$ cat src/rtl/pipe_stage_buf.sv
// Elastic pipeline-stage register with valid/ready on both sides, freeze/flush control and an
// optional two-entry skid buffer (SKID=1). Define PIPE_STAGE_BUF_PERF_EN to add stall/freeze counters.
module pipe_stage_buf #(
  parameter int DATA_W = 64,
  parameter int SKID   = 1,
  parameter int CNT_W  = 32
) (
  input  logic              clk,
  input  logic              reset,
  input  logic              in_valid,
  output logic              in_ready,
  input  logic [DATA_W-1:0] in_data,
  output logic              out_valid,
  input  logic              out_ready,
  output logic [DATA_W-1:0] out_data,
  input  logic              freeze,
  input  logic              flush,
  output logic [1:0]        occupancy
`ifdef PIPE_STAGE_BUF_PERF_EN
  ,
  output logic [CNT_W-1:0]  stall_cnt,
  output logic [CNT_W-1:0]  freeze_cnt
`endif
);

  logic              m_valid, s_valid;
  logic [DATA_W-1:0] m_data, s_data;
  logic              push, pop;

  assign out_valid = m_valid && !freeze;
  assign out_data  = m_data;
  assign push      = in_valid && in_ready;
  assign pop       = out_valid && out_ready;
  assign occupancy = {1'b0, m_valid} + {1'b0, s_valid};

  // Main register: refilled from the skid entry first so ordering stays FIFO.
  always_ff @(posedge clk or posedge reset) begin
    if (reset) begin
      m_valid <= 1'b0;
      m_data  <= '0;
    end else if (flush) begin
      m_valid <= 1'b0;
      m_data  <= '0;
    end else if (!freeze) begin
      if (pop && s_valid) begin
        m_data <= s_data;
      end else if ((!m_valid || pop) && push) begin
        m_valid <= 1'b1;
        m_data  <= in_data;
      end else if (pop) begin
        m_valid <= 1'b0;
      end
    end
  end

  generate
    if (SKID != 0) begin : g_skid
      // in_ready depends only on registered state, breaking the out_ready->in_ready path.
      assign in_ready = !freeze && !flush && !s_valid;

      always_ff @(posedge clk or posedge reset) begin
        if (reset) begin
          s_valid <= 1'b0;
          s_data  <= '0;
        end else if (flush) begin
          s_valid <= 1'b0;
          s_data  <= '0;
        end else if (!freeze) begin
          if (pop && s_valid) begin
            if (push) s_data <= in_data;
            else      s_valid <= 1'b0;
          end else if (push && m_valid && !pop) begin
            s_valid <= 1'b1;
            s_data  <= in_data;
          end
        end
      end
    end else begin : g_noskid
      assign s_valid  = 1'b0;
      assign s_data   = '0;
      assign in_ready = !freeze && !flush && (!m_valid || out_ready);
    end
  endgenerate

`ifdef PIPE_STAGE_BUF_PERF_EN
  // Saturating counters; flush deliberately leaves them alone.
  always_ff @(posedge clk or posedge reset) begin
    if (reset) begin
      stall_cnt  <= '0;
      freeze_cnt <= '0;
    end else begin
      if (m_valid && !freeze && !out_ready && (stall_cnt != '1))
        stall_cnt <= stall_cnt + CNT_W'(1);
      if (freeze && (freeze_cnt != '1))
        freeze_cnt <= freeze_cnt + CNT_W'(1);
    end
  end
`endif

endmodule

$ cat config.mk
export PLATFORM = sky130hd
export DESIGN_NAME = pipe_stage_buf
export DESIGN_NICKNAME = d
export VERILOG_FILES = /design/src/rtl/pipe_stage_buf.sv
export SDC_FILE = /design/constraint.sdc
export NUM_CORES = 1
export LEC_CHECK = 0
export CORE_ASPECT_RATIO = 1.25
export CORE_MARGIN = 2
export CORE_UTILIZATION = 54
export CTS_CLUSTER_SIZE = 24
export DETAILED_ROUTE_END_ITERATION = 10
export GPL_TIMING_DRIVEN = 1
export PLACE_DENSITY = 0.85
export SYNTH_ARGS = -nofsm -noshare
export SYNTH_HDL_FRONTEND = slang
export SYNTH_SLANG_ARGS = --single-unit
$ cat constraint.sdc
create_clock -name clk -period 8.2 [get_ports clk]
set_input_delay 0.82 -clock clk [delete_from_list [all_inputs] [get_ports clk]]
set_output_delay 0.82 -clock clk [all_outputs]
set_load 0.02 [all_outputs]
### Word level (Yosys, flattened, before mapping)

Cells that the tools add are included.

* output and inout port bits: 68
* logic and storage cells: 50
* bits of input ports: 70
* register bits: 130

* add/subtract/negate cells: 1
* equal/unequal tests: 4
* reduce and logical (&&, ||, !) cells: 22
* multiplexer cells: 19

Operator list (number)
* $mux W64: 9
* $mux W1: 10
* $logic_and A1 B1 Y1: 9
* $reduce_and A3 Y1: 3
* $reduce_bool A3 Y1: 3
* $ne A3 B3 Y1 const B: 2
* $logic_not A1 Y1: 5
* $add A1 B1 Y2: 1
* $ne A2 B1 Y1 const B: 1
* $ne A2 B2 Y1 const B: 1
* $reduce_and A2 Y1: 1
* $logic_or A1 B1 Y1: 1

### Depth between registers and ports, before layout

* word-level depth: 10
* depth in mapped cells: 5
* gate-level depth less buffers: 3

### Worst setup path after synthesis

OpenSTA, ideal clock, no wires.

* path kind: input -> output
* start: in flush
* end: out in_ready
* slack: 5858 ps
* stages: 2
* arrival: 1522 ps
* required time: 7380 ps
* path buffers: 1
* path through: clkbuf_1 > nor3_1

* cells in the longest elaborated chain, start to end: 3

RTL lines
* from (decl): line 17 `input logic flush,`
* $logic_not A1 Y1: line 59 `assign in_ready = !freeze && !flush && !s_valid;`
* $logic_and A1 B1 Y1 (2 in series): line 59
* to (decl): line 11 `output logic in_ready,`

No other way between the ends.

### Final worst setup path

Ends and elaborated chain as after synthesis.

==> results.json <==
{
  "r2r_start": "s_valid$_DFFE_PP0P_",
  "yosysSeqAreaShare": 0.5466,
  "setup_viol": 0,
  "crit_path_cell_trace": "buf_2 -> buf_4 -> nor3_1 -> clkdlybuf4s50_1",
  "crit_slowest_cell": "buf_4",
  "via_count": 4054,
  "clock-root-buffer": "clkbuf_16",
  "cp_max_fo": 70,
  "io_buffers": 137,
  "grtUsageTotal": 0.2339,
  "fin_crit_ns": 3.077,
  "avgSynthCellArea_sq_um": 13.62,
  "cts_tree": "yes",
  "rsz0062_at_grt": "no",
  "synth_top_cells_by_area": "dfrtp_1 55%, mux2_2 11%, mux2i_1 11%",
  "r2r.worst_path.cells": 4,
  "cp.depth": 4,
  "rows": 42,
  "crit_path_end_kind": "output pin",
  "cts_buffers": 17,
  "drive_above_1_share": 0.1710,
  "synth.distinct_cells": 22,
  "setup_ws_ns": 5.123,
  "routed_wl_mm": 13.24,
  "coreArea_sq_mm": 0.01067,
  "combPwrFrac": 0.128,
  "place.gp.congestion": 0.7607,
  "grt_pass1_vias": 4154,
  "avgViaCountPerCell": 5.702,
  "clockBufferDepth": 2,
  "r2r-end": "s_data[0]$_DFFE_PP0P_",
  "die-area_sq_mm": 0.01188,
  "holdBufCountCts": 0,
  "cts.repair.resized": 0,
  "cp.arrival_ns": 2.26,
  "clk_pin_slew_ns": 0.05,
  "timing.slew.headroom": 0.3439,
  "peakVddDrop_v": 0.0001494,
  "fin_util": 0.7382,
  "slew_violations": 0,
  "initial_utilization": 0.5579,
  "cp_num_buf_inv": 3,
  "hp-class": "reg2reg",
  "synth_seq_cells": 130,
  "fin_crit_sh": 0.3752,
  "netSwitchingFraction": 0.2349,
  "overflow": 0,
  "detail-route-antenna-nets": 0,
  "layout_commonest_cell": "clkdlybuf4s50_1",
  "insertedDiodeCount": 0,
  "drt_iter0_drc": 201,
  "fillers": 706,
  "drc": 0,
  "die_height_um": 121.4,
  "grt_max_degree": 73,
  "hold_ws_ns": 0.4841,
  "yosys_warnings": 0,
  "post_cts_buffers": 0,
  "grt_pass1_wl_mm": 21.83,
  "drt_first_pass_iters": 4,
  "power_density_mw_per_mm2": 205.7,
  "worst_pin_slew_ns": 0.9809,
  "synth_cells": 437,
  "antenna_found_initial": 0,
  "clock_skew_ns": 0.003904,
  "slowest_delay_ns": 0.59,
  "io_pins": 138,
  "p_int_uw": 1239,
  "die_width_um": 97.90,
  "path_class": "in2out",
  "synth_top_area_share": 0.5466,
  "avgRoutedWirePerCell_um": 18.63,
  "cpLargestDelayFamily": "buffers and inverters",
  "pre_cts_ws_ns": 4.669,
  "start_kind": "input port",
  "power.clock.fraction": 0.432,
  "dp_hpwl_mm": 8.218,
  "h-tree-depth": 4,
  "cp-endpoint": "in_ready",
  "clock_latency_ns": 0.41,
  "yosysTopAreaCell": "dfrtp_1",
  "startpoint": "flush",
  "pwr-share-seq": 0.440,
  "layout.nets": 639,
  "clock.fmax_mhz": 325.0,
  "numClockSinks": 130,
  "status": "finished, final reports clean",
  "required_ns": 7.38,
  "area_delta_synth_final_pct": 32.31,
  "fin_tns_setup_ns": 0,
  "synth_fp_nets": 508,
  "leakage_uw": 0.003801,
  "layout_common_cells": "136 x clkdlybuf4s50_1, 130 x dfrtp_1, 65 x nor2b_1",
  "cap_violations": 0,
  "hold_viol_final": 0,
  "switchingPower_uw": 380.6,
  "r2r_setup_slack_ns": 5.67,
  "syn-cell-area_sq_mm": 0.005952
}
-- registers in the layout (all words and copies together) (netlist names) --
signal and count:
s_data 64, out_data 64, s_valid 1, m_valid 1
-- layout make-up --
class,instances,area [sq um],area share
clock buffers,24,491.7,0.06244
inverters,3,13.76,0.001748
clock inverters,6,55.05,0.006991
well taps,132,165.2,0.02097
flip-flops and latches,130,3253,0.4131
repair buffers,145,1434,0.1821
multi-input cells,271,2462,0.3127
-- synth_stat cells, drive strengths merged --
master     n
a211oi     1
nor2       1
dfrtp    130
clkbuf     6
o31ai      1
a21oi      2
buf       27
a31oi      1
nand2      1
nor3       1
nand4b     2
ha         1
nor2b     65
o2bb2ai   64
mux2i     64
a41oi      1
inv        3
mux2      65
nand2b     1
-- through the flow --
stage / total power, uW / std cells / cell area [sq um]
after floorplan: 837.9 / 437 / 5952
after global placement: 922.4 / 680 / 7313
after detailed placement: 929.9 / 680 / 7313
after CTS: 1633 / 710 / 7860
after global routing: 1683 / 711 / 7875
final: 1620 / 711 / 7875
-- kinds of logic (layout without fill, tap and decap cells) --
kind of cell,Yosys count,count (layout),share of synthesized area
compound gates,70,70,0.1066
fa+ha+maj,1,1,0.002102
buf+inv,36,178,0.03973
flops,130,130,0.5466
mux,129,129,0.2306
simple gates,71,71,0.07442
-- routing by layer --
metal	part of all wire	wire length (um)	vias up	global-route usage
met5	0	0	-	0
met4	0.013	173	0	0.07465
met3	0.042	550	14	0.05415
met2	0.50	6601	118	0.3780
met1	0.45	5919	2083	0.3151
li1	-	-	1839	-
-- worst min-delay path by stage --
stage,start,end,slack [ns],cells past startpoint
final,out_data[28]$_DFFE_PP0P_,out_data[28]$_DFFE_PP0P_,0.48,1
after global routing,out_data[16]$_DFFE_PP0P_,out_data[16]$_DFFE_PP0P_,0.50,1
after CTS,out_data[28]$_DFFE_PP0P_,out_data[28]$_DFFE_PP0P_,0.49,1
after detailed placement,out_data[28]$_DFFE_PP0P_,out_data[28]$_DFFE_PP0P_,0.47,1
after global placement,out_data[32]$_DFFE_PP0P_,out_data[32]$_DFFE_PP0P_,0.47,1
after floorplan,s_data[1]$_DFFE_PP0P_,s_data[1]$_DFFE_PP0P_,0.46,1
-- power groups by stage --
| stage | Clock [uW] | Sequential, uW | Combinational (uW) |
|---|---|---|---|
| floorplan | 0 | 736 | 102 |
| detailed placement | 0 | 723 | 207 |
| CTS | 710 | 713 | 209 |
| global placement | 0 | 720 | 202 |
| finish | 700 | 713 | 207 |
| global route | 741 | 718 | 224 |
Power figures use the tool's default switching activity.
